## src/rtl/ctrl_xfer_if.sv

```systemverilog
// Pipeline-side signal bundle of the control-transfer sequencer: ID decode
// inputs, EX resolution operands and the PC/flush/halt controls it returns.
interface ctrl_xfer_if;
  logic [15:0] id_instr;
  logic        id_valid;
  logic        stall_in;
  logic [15:0] ex_rs_val;
  logic [15:0] ex_target;
  logic        jmp_b_sel;
  logic        pc_load;
  logic [15:0] pc_target;
  logic        flush_if_id;
  logic        flush_id_ex;
  logic        halt_fetch;
  logic        busy;
  logic [15:0] redirect_cnt;

  modport master (
    output id_instr, id_valid, stall_in, ex_rs_val, ex_target,
    input  jmp_b_sel, pc_load, pc_target, flush_if_id, flush_id_ex,
           halt_fetch, busy, redirect_cnt
  );

  modport slave (
    input  id_instr, id_valid, stall_in, ex_rs_val, ex_target,
    output jmp_b_sel, pc_load, pc_target, flush_if_id, flush_id_ex,
           halt_fetch, busy, redirect_cnt
  );
endinterface

```

## src/rtl/ctrl_xfer_seq.sv

```systemverilog
// Control-transfer sequencer: classifies the ID instruction, resolves it in EX
// (predict-not-taken), redirects and flushes on taken, latches HALT, counts redirects.
module ctrl_xfer_seq (
  input logic          clk,
  input logic          rst_n,
  ctrl_xfer_if.slave   bus
);

  typedef enum logic [1:0] {
    S_IDLE   = 2'd0,
    S_EXW    = 2'd1,
    S_HALTED = 2'd2
  } state_e;

  // Branch sub-op is the low two opcode bits of the 011xx class.
  typedef enum logic [1:0] {
    BR_EQZ = 2'b00,
    BR_NEZ = 2'b01,
    BR_LTZ = 2'b10,
    BR_GEZ = 2'b11
  } br_op_e;

  state_e      state_q;
  logic        jmp_b_sel_q;
  logic        is_branch_q;
  br_op_e      br_op_q;
  logic [15:0] redirect_cnt_q;

  logic [4:0]  opcode;
  logic        id_branch;
  logic        id_jump;
  logic        id_reg_jump;
  logic        id_halt;
  logic        id_ctrl;
  logic        cond_true;
  logic        taken;
  logic        capture;
  logic        unused_operand_bits;

  assign unused_operand_bits = ^bus.id_instr[10:0];

  // NOTE: every always_comb output gets a default first so no path can infer a latch.
  always_comb begin
    opcode      = bus.id_instr[15:11];
    id_branch   = (opcode[4:2] == 3'b011);
    id_jump     = (opcode[4:2] == 3'b001);
    id_reg_jump = id_jump & opcode[0];
    id_halt     = (opcode == 5'b00000);
    id_ctrl     = id_branch | id_jump | id_halt;
  end

  always_comb begin
    cond_true = 1'b0;
    unique case (br_op_q)
      BR_EQZ:  cond_true = (bus.ex_rs_val == 16'h0000);
      BR_NEZ:  cond_true = (bus.ex_rs_val != 16'h0000);
      BR_LTZ:  cond_true = bus.ex_rs_val[15];
      BR_GEZ:  cond_true = ~bus.ex_rs_val[15];
      default: cond_true = 1'b0;
    endcase
  end

  // A taken resolution kills whatever sits in ID, so capture is masked by it.
  assign taken   = (state_q == S_EXW) & (~is_branch_q | cond_true);
  assign capture = bus.id_valid & ~bus.stall_in & ~taken & id_ctrl &
                   (state_q != S_HALTED);

  // NOTE: sequential state uses non-blocking assignments so every flop samples pre-edge values.
  always_ff @(posedge clk or negedge rst_n) begin
    if (!rst_n) begin
      state_q        <= S_IDLE;
      jmp_b_sel_q    <= 1'b1;
      is_branch_q    <= 1'b0;
      br_op_q        <= BR_EQZ;
      redirect_cnt_q <= 16'h0000;
    end else begin
      unique case (state_q)
        S_IDLE, S_EXW: begin
          if (taken) begin
            state_q <= S_IDLE;
            if (redirect_cnt_q != 16'hFFFF)
              redirect_cnt_q <= redirect_cnt_q + 16'd1;
          end else if (capture) begin
            jmp_b_sel_q <= ~id_reg_jump;
            is_branch_q <= id_branch;
            br_op_q     <= br_op_e'(opcode[1:0]);
            state_q     <= id_halt ? S_HALTED : S_EXW;
          end else begin
            state_q <= S_IDLE;
          end
        end
        S_HALTED: state_q <= S_HALTED;
        default:  state_q <= S_IDLE;
      endcase
    end
  end

  assign bus.jmp_b_sel    = jmp_b_sel_q;
  assign bus.pc_load      = taken;
  assign bus.pc_target    = bus.ex_target;
  assign bus.flush_if_id  = taken;
  assign bus.flush_id_ex  = taken;
  assign bus.halt_fetch   = (state_q == S_HALTED);
  assign bus.busy         = (state_q == S_EXW);
  assign bus.redirect_cnt = redirect_cnt_q;

endmodule

```

## src/flat_wrapper.sv

```systemverilog
// flat-port wrapper written by rule: the top's interface ports become plain ports
module ctrl_xfer_seq_flat 
  (clk, rst_n, bus_id_instr, bus_id_valid, bus_stall_in, bus_ex_rs_val, bus_ex_target, bus_jmp_b_sel, bus_pc_load, bus_pc_target, bus_flush_if_id, bus_flush_id_ex, bus_halt_fetch, bus_busy, bus_redirect_cnt);
  ctrl_xfer_if bus_i ();
  input logic clk;
  input logic rst_n;
  input wire logic [$bits(bus_i.id_instr)-1:0] bus_id_instr;
  input wire logic [$bits(bus_i.id_valid)-1:0] bus_id_valid;
  input wire logic [$bits(bus_i.stall_in)-1:0] bus_stall_in;
  input wire logic [$bits(bus_i.ex_rs_val)-1:0] bus_ex_rs_val;
  input wire logic [$bits(bus_i.ex_target)-1:0] bus_ex_target;
  output wire logic [$bits(bus_i.jmp_b_sel)-1:0] bus_jmp_b_sel;
  output wire logic [$bits(bus_i.pc_load)-1:0] bus_pc_load;
  output wire logic [$bits(bus_i.pc_target)-1:0] bus_pc_target;
  output wire logic [$bits(bus_i.flush_if_id)-1:0] bus_flush_if_id;
  output wire logic [$bits(bus_i.flush_id_ex)-1:0] bus_flush_id_ex;
  output wire logic [$bits(bus_i.halt_fetch)-1:0] bus_halt_fetch;
  output wire logic [$bits(bus_i.busy)-1:0] bus_busy;
  output wire logic [$bits(bus_i.redirect_cnt)-1:0] bus_redirect_cnt;
  assign bus_i.id_instr = bus_id_instr;
  assign bus_i.id_valid = bus_id_valid;
  assign bus_i.stall_in = bus_stall_in;
  assign bus_i.ex_rs_val = bus_ex_rs_val;
  assign bus_i.ex_target = bus_ex_target;
  assign bus_jmp_b_sel = bus_i.jmp_b_sel;
  assign bus_pc_load = bus_i.pc_load;
  assign bus_pc_target = bus_i.pc_target;
  assign bus_flush_if_id = bus_i.flush_if_id;
  assign bus_flush_id_ex = bus_i.flush_id_ex;
  assign bus_halt_fetch = bus_i.halt_fetch;
  assign bus_busy = bus_i.busy;
  assign bus_redirect_cnt = bus_i.redirect_cnt;
  ctrl_xfer_seq u_core (.clk(clk), .rst_n(rst_n), .bus(bus_i));
endmodule
```

## config.mk

```make
export PLATFORM = sky130hd
export DESIGN_NAME = ctrl_xfer_seq_flat
export DESIGN_NICKNAME = d
export VERILOG_FILES = /design/src/rtl/ctrl_xfer_if.sv /design/src/rtl/ctrl_xfer_seq.sv /design/src/flat_wrapper.sv
export SDC_FILE = /design/constraint.sdc
export NUM_CORES = 1
export LEC_CHECK = 0
export CAP_MARGIN = 20
export CORE_ASPECT_RATIO = 2
export CORE_MARGIN = 1
export CORE_UTILIZATION = 37
export CTS_BUF_LIST = sky130_fd_sc_hd__clkbuf_2
export DETAILED_ROUTE_END_ITERATION = 8
export PLACE_DENSITY = 0.82
export SLEW_MARGIN = 20
export SYNTH_ARGS = -nofsm -noshare
export SYNTH_HDL_FRONTEND = slang
export SYNTH_SLANG_ARGS = --single-unit
```

## constraint.sdc

```tcl
create_clock -name clk -period 3 [get_ports clk]
set_clock_uncertainty 0.15 [all_clocks]
set_input_delay 0.9 -clock clk [delete_from_list [all_inputs] [get_ports clk]]
set_output_delay 0.9 -clock clk [all_outputs]
set_load 0.05 [all_outputs]
```

==> results.txt <==
----------------------------------------------------
[Outcome]
  Result of the run ... finished with violations
  Violated checks ... negative setup slack

[Logic synthesis]
  Number of flip-flops and latches in the synthesized netlist ... 22
  Average cell area after synthesis ... 10.2 um2
  Synth Flop Type ... dfrtp_1
  Cell variety after synth ... 33
  Number of nets produced by synthesis ... 189
  Number of enable flip-flop cells after synthesis ... 0
  Sequential cell area fraction in the yosys report ... 39.8%
  Count of synthesis-stage warnings from yosys ... 0
  Cell area after synthesis ... roughly 0.0014 mm2
  Asr flop ratio synth ... 100%
  Gate count after technology mapping ... 136

[Timing]
  Hold violation total from the final report ... 0
  RSZ-0062 raised after global routing ... yes
  Fmax achieved ... roughly 320 MHz
  Final setup margin ... -0.163 ns
  Count of final setup violators ... 3
  Transition time at the pin with the least slew margin ... 0.507 ns
  Shortest period the worst path allows ... roughly 3.2 ns
  Post-route fraction of the period consumed by the critical path ... 105%
  Pins Over Slew Limit ... 0
  Worst slew margin relative to its limit ... 66.1%
  Tightest hold margin ... about 0.37 ns

[Floorplanning]
  Die Footprint ... roughly 0.004 mm2
  Placement Rows ... 31
  Chip height ... 88.5 um
  Initial cell density of the core ... 38.4%
  Die W ... 45.3 um
  Total I/O pin count ... 90
  Core area ... 0.00361 mm2

[Global route]
  Total global-route track usage ... 18.2%
  First-pass GRT wire length ... between 5000 and 6000 um
  Congestion Overflow GR ... 0
  Largest net degree at the start of global routing ... 23
  Antenna violations before repair ... 0
  Vias in the first global route ... roughly 1200

[Final layout]
  Layout Area Growth over Synthesis ... 39.1%
  Total number of nets in the final design ... 233
  Commonest non-fill, non-tap cells in the layout ... clkdlybuf4s50_1 (27), dfrtp_1 (21), xnor2_1 (15), nand3_1 (13), buf_4 (13)
  Layout fillers ... approximately 300
  Most common cell after layout, fill and taps aside ... clkdlybuf4s50_1
  Final Instance Area ... 0.00193 mm2
  Antenna fix cells ... 0
  Share of cells above drive strength 1 ... 27.4%

[Placed design]
  Post-Place Setup Slack ... -0.492 ns
  Routability cong. ... 0.788
  Cell area after placement ... 0.00186 mm2
  IO buf count ... 46
  Final HPWL DP ... 2470 um

[Power]
  Total power divided by cell area ... 420 mW/mm2
  Sw power ... between 0.3 and 0.4 mW
  Lkg Pwr ... 0.761 nW
  Sequential fraction of design power ... a little under half
  Share of total power in combinational logic ... 38.6%
  Largest vdd supply drop ... 0.390 mV
  Switching Share ... 37.8%
  Internal power ... slightly above 0.5 mW
  Total power consumption of the routed design ... 0.809 mW
  Part of the power in the clock network ... 15.4%

[Drt]
  TritonRoute pass-1 iters ... 4
  DRC ... 0
  Count of vias placed by the detailed router ... 1175
  First-iteration detailed-routing DRC count ... 14
  Wire length per cell after detailed routing ... 13.9 um
  Vias per std cell ... about 5
  Number of nets with antenna violations after routing ... 0
  Final Routed Wirelength ... approximately 3200 um

[Hold path]
  Class of the tightest hold or removal check ... flop to flop

[Clocking]
  Number of sinks on the clock net ... 22
  CTS Hold Buffers Added ... 0
  Clock buffers created by TritonCTS ... 3
  H-tree lvl count ... 1
  TritonCTS clock tree ... yes
  Clk pin slew, worst setup/hold paths ... 0.19 ns
  Insertion delay to the later sink of the worst-skew pair ... 0.33 ns
  Root Buffer ... clkbuf_2
  Largest buffer count on any clock path ... 2

[Setup path]
  Critical path peak fanout ... 4
  Max incr delay on CP ... 0.32 ns
  CP startpoint kind ... input pin
  Cell Chain, Critical Path ... buf_8 > nor4_4 > nand4_1 > mux2_4 > and2_4 > buf_12
  Arrival time reported for the critical path endpoint ... 2.11 ns
  Library cell contributing the largest single delay on the critical path ... nor4_4
  WP data required ... between 1.5 and 2 ns
  Type of element capturing the critical path ... primary output
  Setup CP Type ... input pin to primary output

[Run]
  Total of max-cap violations ... 0

----------------------------------------------------
## repair_timing
action                                 CTS  global route
gates cloned                             0             0
setup endpoints to repair                3             3
endpoints found under the hold margin    0             0
pin swaps                               10             2
resized for setup                       52             6
buffers inserted                         4             0
## kinds of logic after synthesis
logic type,Yosys count,share of synthesized area (%)
buffers and inverters,24,11.9
XOR/XNOR,15,9.49
adder cells (fa/ha/maj),1,0.903
AO/OA/AOI/OAI,8,5.42
multiplexers,4,4.34
flip-flops,22,39.8
AND/OR/NAND/NOR,62,28.1
## per-stage QoR
step                      setup TNS (ns)  cells  util (%)
after floorplan                   -0.274    136         -
after global placement             -1.56    220      51.5
after detailed placement           -1.72    220      51.5
after CTS                         -0.359    228      53.1
after global routing              -0.619    228      53.4
final                             -0.490    228      53.4
## sequential cells by signal, summed over array words and instances, names as in the netlist
name / cells
u_core.br_op_q: 2
u_core.bus.jmp_b_sel: 1
u_core.is_branch_q: 1
u_core.bus.redirect_cnt: 16
u_core.state_q: 2
## metal layers
| metal | vias up | routed length [um] | GRT usage [%] |
|---|---|---|---|
| met1 | 570 | 1160 | 19.5 |
| met4 | 0 | 51 | 9.64 |
| met2 | 46 | 1840 | 33.2 |
| met5 | - | 0 | 0 |
| li1 | 554 | - | - |
| met3 | 5 | 124 | 1.84 |
## cell type report
type                            instances  area, um2  area share, %
Timing Repair Buffer                   59        569           29.5
Tap cell                               49       61.3           3.18
Clock buffer                            4       20.0           1.04
Sequential cell                        22        552           28.6
Multi-Input combinational cell         90        709           36.8
Inverter                                4       15.0          0.779
## worst max-delay path: cells and delay by family
family / cells / cell delay [ns]
buf+inv: 2 / 0.25
mux: 1 / 0.30
simple gates: 3 / 0.67
## cells in the mapped netlist, types with 2 or more instances
cell	number	area (um2)
and2_1	2	12.5
and3_1	3	18.8
and4_1	2	17.5
buf_4	20	150
dfrtp_1	21	526
inv_1	4	15.0
mux2_4	4	60.1
nand2_1	8	30.0
nand2b_1	2	12.5
nand3_1	13	65.1
nand4_1	7	43.8
nand4b_1	4	35.0
nor2_1	2	7.51
nor2b_1	4	25.0
nor3_1	4	20.0
nor4_1	5	31.3
xnor2_1	15	131
## power groups by stage
stage	Combinational, mW	Clock (mW)	Sequential, mW
finish	0.312	0.124	0.372
global route	0.328	0.138	0.379
CTS	0.313	0.127	0.372
detailed placement	0.307	0	0.378
global placement	0.301	0	0.374
floorplan	0.167	0	0.447
## worst paths after layout
| check | startpoint | to | slack [ns] | depth (start not counted) |
|---|---|---|---|---|
| min in group asynchronous | rst_n | u_core.bus.redirect_cnt[11] | 0.73 | 2 |
| hold reg to reg | u_core.bus.jmp_b_sel | u_core.bus.jmp_b_sel | 0.37 | 1 |
| setup / recovery | bus_ex_rs_val[0] | bus_pc_load | -0.16 | 6 |
| setup reg to reg | u_core.br_op_q[0] | u_core.br_op_q[0] | 0.95 | 7 |
| max in group asynchronous | rst_n | u_core.bus.jmp_b_sel | 1.69 | 2 |
| hold / removal | u_core.bus.jmp_b_sel | u_core.bus.jmp_b_sel | 0.37 | 1 |
Note: power is estimated with default switching activity, not from simulation.
